### src/rtl/counter_down_n_if.sv
// Interface bundling the control and status signals of counter_down_n.
// Ports (from the controller's point of view, modport master):
//   load  - load strobe; din != 0 starts a count, din == 0 aborts
//   din   - N-bit load value
//   en    - count enable
//   auto  - 1 = auto-reload at terminal count, 0 = one-shot
//   count - current counter value          (from the counter)
//   busy  - counter is running             (from the counter)
//   tc    - one-cycle terminal-count pulse (from the counter)
//   done  - one-shot has expired           (from the counter)
// clk and the asynchronous reset stay plain ports on the counter itself.
interface counter_down_n_if #(
    parameter int N = 6
);
    logic         load;
    logic [N-1:0] din;
    logic         en;
    logic         auto;
    logic [N-1:0] count;
    logic         busy;
    logic         tc;
    logic         done;

    modport master (
        output load, din, en, auto,
        input  count, busy, tc, done
    );

    modport slave (
        input  load, din, en, auto,
        output count, busy, tc, done
    );
endinterface

### src/rtl/counter_down_n.sv
// Loadable N-bit down-counter / interval timer with one-shot and auto-reload
// modes. All state changes on the falling edge of clk; clr is an asynchronous
// active-low reset.
// Ports:
//   clk - clock, active on the falling edge
//   clr - asynchronous reset, active low
//   bus - counter_down_n_if slave modport (load, din, en, auto in;
//         count, busy, tc, done out, all outputs registered)
module counter_down_n #(
    parameter int N = 6
) (
    input  logic              clk,
    input  logic              clr,
    counter_down_n_if.slave   bus
);

    typedef enum logic [1:0] {
        ST_IDLE = 2'b00,
        ST_RUN  = 2'b01,
        ST_DONE = 2'b10
    } state_t;

    localparam logic [N-1:0] CNT_ZERO = {N{1'b0}};
    localparam logic [N-1:0] CNT_ONE  = {{(N-1){1'b0}}, 1'b1};

    state_t       state_q,  state_d;
    logic [N-1:0] count_q,  count_d;
    logic [N-1:0] reload_q, reload_d;
    logic         tc_q,     tc_d;
    logic         busy_q,   busy_d;
    logic         done_q,   done_d;

    // Next-state logic: load beats terminal count, which beats decrement.
    always_comb begin
        state_d  = state_q;
        count_d  = count_q;
        reload_d = reload_q;
        tc_d     = 1'b0;

        if (bus.load) begin
            if (bus.din != CNT_ZERO) begin
                count_d  = bus.din;
                reload_d = bus.din;
                state_d  = ST_RUN;
            end else begin
                // Abort: the reload value is deliberately kept.
                count_d  = CNT_ZERO;
                state_d  = ST_IDLE;
            end
        end else begin
            case (state_q)
                ST_RUN: begin
                    if (bus.en) begin
                        // Treating anything <= 1 as terminal keeps the count
                        // from ever wrapping below zero.
                        if (count_q > CNT_ONE) begin
                            count_d = count_q - CNT_ONE;
                        end else begin
                            tc_d = 1'b1;
                            if (bus.auto) begin
                                count_d = reload_q;
                            end else begin
                                count_d = CNT_ZERO;
                                state_d = ST_DONE;
                            end
                        end
                    end else begin
                        count_d = count_q;
                    end
                end
                ST_DONE: begin
                    count_d = CNT_ZERO;
                end
                ST_IDLE: begin
                    count_d = CNT_ZERO;
                end
                default: begin
                    count_d = CNT_ZERO;
                    state_d = ST_IDLE;
                end
            endcase
        end

        // Status flags follow the next state so they leave the flops
        // aligned with the state register.
        busy_d = (state_d == ST_RUN);
        done_d = (state_d == ST_DONE);
    end

    // State and registered outputs, falling-edge clocked with async clear.
    always_ff @(negedge clk or negedge clr) begin
        if (!clr) begin
            state_q  <= ST_IDLE;
            count_q  <= CNT_ZERO;
            reload_q <= CNT_ZERO;
            tc_q     <= 1'b0;
            busy_q   <= 1'b0;
            done_q   <= 1'b0;
        end else begin
            state_q  <= state_d;
            count_q  <= count_d;
            reload_q <= reload_d;
            tc_q     <= tc_d;
            busy_q   <= busy_d;
            done_q   <= done_d;
        end
    end

    assign bus.count = count_q;
    assign bus.busy  = busy_q;
    assign bus.tc    = tc_q;
    assign bus.done  = done_q;

endmodule
### src/flat_wrapper.sv
// flat-port wrapper written by rule: the top's interface ports become plain ports
module counter_down_n_flat 
#(
    parameter int N = 6
)
  (clk, clr, bus_load, bus_din, bus_en, bus_auto, bus_count, bus_busy, bus_tc, bus_done);
  counter_down_n_if #(.N(N)) bus_i ();
  input  logic clk;
  input  logic clr;
  input wire logic [$bits(bus_i.load)-1:0] bus_load;
  input wire logic [$bits(bus_i.din)-1:0] bus_din;
  input wire logic [$bits(bus_i.en)-1:0] bus_en;
  input wire logic [$bits(bus_i.auto)-1:0] bus_auto;
  output wire logic [$bits(bus_i.count)-1:0] bus_count;
  output wire logic [$bits(bus_i.busy)-1:0] bus_busy;
  output wire logic [$bits(bus_i.tc)-1:0] bus_tc;
  output wire logic [$bits(bus_i.done)-1:0] bus_done;
  assign bus_i.load = bus_load;
  assign bus_i.din = bus_din;
  assign bus_i.en = bus_en;
  assign bus_i.auto = bus_auto;
  assign bus_count = bus_i.count;
  assign bus_busy = bus_i.busy;
  assign bus_tc = bus_i.tc;
  assign bus_done = bus_i.done;
  counter_down_n #(.N(N)) u_core (.clk(clk), .clr(clr), .bus(bus_i));
endmodule
### config.mk
export PLATFORM = sky130hd
export DESIGN_NAME = counter_down_n_flat
export DESIGN_NICKNAME = d
export VERILOG_FILES = /design/src/rtl/counter_down_n_if.sv /design/src/rtl/counter_down_n.sv /design/src/flat_wrapper.sv
export SDC_FILE = /design/constraint.sdc
export NUM_CORES = 1
export LEC_CHECK = 0
export CAP_MARGIN = 5
export CORE_MARGIN = 8
export CORE_UTILIZATION = 48
export DETAILED_ROUTE_END_ITERATION = 10
export HOLD_SLACK_MARGIN = 0.08
export PLACE_DENSITY = 0.77
export SLEW_MARGIN = 25
export SYNTH_ARGS = -nofsm -noshare
export SYNTH_HDL_FRONTEND = slang
export SYNTH_SLANG_ARGS = --single-unit
### constraint.sdc
create_clock -name clk -period 1.6 [get_ports clk]
set_input_delay 0.24 -clock clk [delete_from_list [all_inputs] [get_ports clk]]
set_output_delay 0.24 -clock clk [all_outputs]
set_load 0.01 [all_outputs]
**After elaboration in Yosys (flattened, before gate mapping)**

Index checks and enable logic that the tools add are counted.

- $lt $le $gt $ge: 1
- Multiplexer cells: 16
- Eq/ne operators: 5
- Reductions and logical operators: 4
- Add/subtract/negate cells: 1

Operators by type and width:

| cell | number |
|---|---|
| $mux 6 | 6 |
| $mux 2 | 4 |
| $gt 6x1->1 const B | 1 |
| $reduce_bool 6->1 | 1 |
| $sub 6x1->6 const B | 1 |
| $mux 1 | 5 |
| $eq 2x1->1 const B | 2 |
| $eq 2x2->1 const B | 2 |
| $pmux 2 s2 | 1 |
| $ne 3x3->1 const B | 1 |
| $logic_not 2->1 | 1 |
| $reduce_and 2->1 | 1 |
| $reduce_or 2->1 | 1 |

- Logic and storage cells: 33
- Register bits after elaboration: 17
- Input bits: 11
- Output and inout bits: 9

**Longest topological paths before layout**

- Word-level depth: 6
- Gate-level depth with buffers: 6
- Gate-level depth less buffers: 6

==> flow_summary.yaml <==
route:
  drtIter0Drc: 30
  wl_um: 3540
  antenna_left: 0
  drtPass1Iterations: 4
  vias_per_cell: 6.11
  vias: 996
  remaining_drc_errors: 0
  wl_per_cell_um: 21.7
synthesis:
  ys_seq_area_share_pct: 47.2
  yosysWarnings: 0
  syn_inst: 82
  post-synth-top-area-cell: "dfrtn_1"
  ys_seq_elements: 17
  netlist.area_leader.share_pct: 47.2
  synth_area_sq_um: 902
  synth_cell_types: 30
  syn_nets: 95
  avgSynthCellArea_sq_um: 11.0
  synthTopCellsByArea: "dfrtn_1, a22oi_1, a22o_1"
sta:
  slew_viol_final: 0
  max-slew-margin-rel_pct: 70.9
  post-route-worst-setup-slack_ps: -337
  tightest_slew_ps: 431
  rsz0062_at_grt: "yes"
  setup_violations: 25
  hold_violations: 0
  fin_skew_ps: 7.59
floorplan:
  ioPinCount: 20
  die_h_um: 59.4
  dieArea_sq_um: 3520
  initial_core_util_pct: 51.7
  fp.dieW_um: 59.4
  rows: 15
  design.core.area_sq_um: 1750
critical_path:
  path_max_fanout: 2
  critPathRequiredTime_ps: 1360
  timing.rr.start: "u_core.bus.count[1]$_DFFE_NN0P_"
  cp-startpoint: "u_core.bus.count[1]$_DFFE_NN0P_"
  cp.arrival_ps: 1700
  crit_chain: "buf_2"
  cp_num_buf_inv: 1
  end_kind: "output pin"
  cp_slowest_cell: "dfrtn_1"
  critical_path.top_delay_family: "flip-flops"
  critPathMaxStageDelay_ps: 440
  rr_worst_depth: 7
  startpoint_type: "flip-flop"
  worst-setup-path-type: "reg -> out"
  path_depth: 1
pwr:
  peakVddDrop_mv: 0.777
  p_leak_nw: 0.701
  power.total_mw: 1.27
  p_per_area_nw_per_um2: 831
final_layout:
  area_growth_syn_to_layout_pct: 70.0
  multiInputGateArea_sq_um: 584
  fin_cells: 163
  drive_above_1_share_pct: 59.4
  mostFrequentLayoutCells: "buf_4, dfrtn_1, buf_6, buf_2"
  nFillCells: 87
  final_common_cell: "buf_4"
  num_antenna_cells: 0
  nNetsFinal: 152
  register_area_sq_um: 425
cts:
  htree_num_levels: 1
  numCtsBuffers: 3
  clock_latency_ps: 310
  cts.sinks: 17
  path_clk_slew_ps: 80
  root_buffer: "clkbuf_4"
  tritoncts: "yes"
  cts_buffer_depth: 2
hold_path:
  hold_depth: 1
  hp-start: "u_core.reload_q[0]$_DFFE_NN0P_"
  hp-class: "reg -> reg"
flow_run:
  cap_violations: 0
place:
  io_buffers: 19
  dp_hpwl_um: 1970
  place_congestion: 0.880
  dp.cells: 150
status:
  violations: "negative setup slack"
  outcome: "finished, violations left"
grt:
  antenna_found_initial: 0
  grt_first_pass_wirelength_um: 4510
  grt_pass1_vias: 964
  grt_max_degree: 18
  gr-total-overflow: 0
  grtUsageTotal_pct: 17.1
-- cell usage after synthesis --
cell,number
and3_1,2
a22o_1,5
dfrtn_1,17
o21ai_0,6
nor2_4,1
clkbuf_1,2
o2bb2ai_1,2
xor2_1,2
o31ai_4,1
inv_1,3
nand4_1,2
o41ai_1,1
a21oi_1,1
nor3_1,2
nor4_4,1
nand3_1,5
or3b_2,1
nor2_1,2
ha_1,2
or4_4,1
nor3b_1,3
o41ai_2,1
o21a_4,1
nand2_1,7
or3b_1,1
mux2i_1,1
and2_1,1
a22oi_1,6
mux2_2,1
o211ai_1,1
-- path summary, 6_finish.rpt --
check                                             endpoint  slack (ps)
max                                           bus_count[1]        -340
min                         u_core.reload_q[0]$_DFFE_NN0P_         460
max reg2reg                u_core.bus.count[5]$_DFFE_NN0P_        -120
min reg2reg                 u_core.reload_q[0]$_DFFE_NN0P_         460
max in group asynchronous        u_core.bus.busy$_DFF_NN0_         480
min in group asynchronous  u_core.bus.count[1]$_DFFE_NN0P_         950
-- flip-flops by register name (all words and copies together) (netlist names) --
| signal | count |
|---|---|
| u_core.bus.count | 6 |
| u_core.reload_q | 6 |
| u_core.state_q | 2 |
| u_core.bus.busy | 1 |
| u_core.bus.done | 1 |
| u_core.bus.tc | 1 |
-- layer usage --
layer	vias to the layer above	track usage, %	wire (um)	share of wire, %
met4	0	8.53	151	4.3
li1	428	-	-	-
met5	-	0	0	0
met1	496	20.3	1420	40
met2	53	28.4	1800	51
met3	19	3.47	173	4.9
-- kinds of logic after synthesis --
family	count (synthesis)	share of synthesized area (%)
muxes	2	2.36
buffers and inverters	5	2.08
xor gates and xnor gates	2	1.94
adders and majority gates	2	2.77
DFF	17	47.2
and+or+nand+nor	29	20.4
AOI/OAI and AO/OA	25	23.3
-- stage by stage --
step           TNS (ps)  hold slack (ps)  setup slack [ps]  area (sq um)  util [%]
2_1_floorplan     -4250              403              -548           923         -
3_5_place_dp     -17110              452              -961          1330      76.4
5_1_grt           -6000              483              -358          1530      87.9
4_1_cts           -5160              455              -311          1390      79.9
6_report          -5000              459              -337          1530      87.9
3_3_place_gp     -16620              421              -936          1330      76.4
-- power breakdown --
group | internal (mW) | switching (mW)
Clock | 0.0976 | 0.156
Sequential | 0.473 | 0.0280
Combinational | 0.267 | 0.252
-- repair_timing --
action                     4_1_cts  5_1_grt
setup endpoints to repair       26       26
cloned                           0        0
buffers inserted                 3        8
resized for setup               79       23
hold buffers                     0        0
pin swaps                        8       15
-- final cells by class --
cell class	instances	share of cell area (%)
timing repair buffer	54	29.4
clock buffer	4	1.71
inverter	3	0.979
sequential	17	27.7
multi-input combinational	60	38.1
tap	25	2.04
Power figures use the tool's default switching activity.
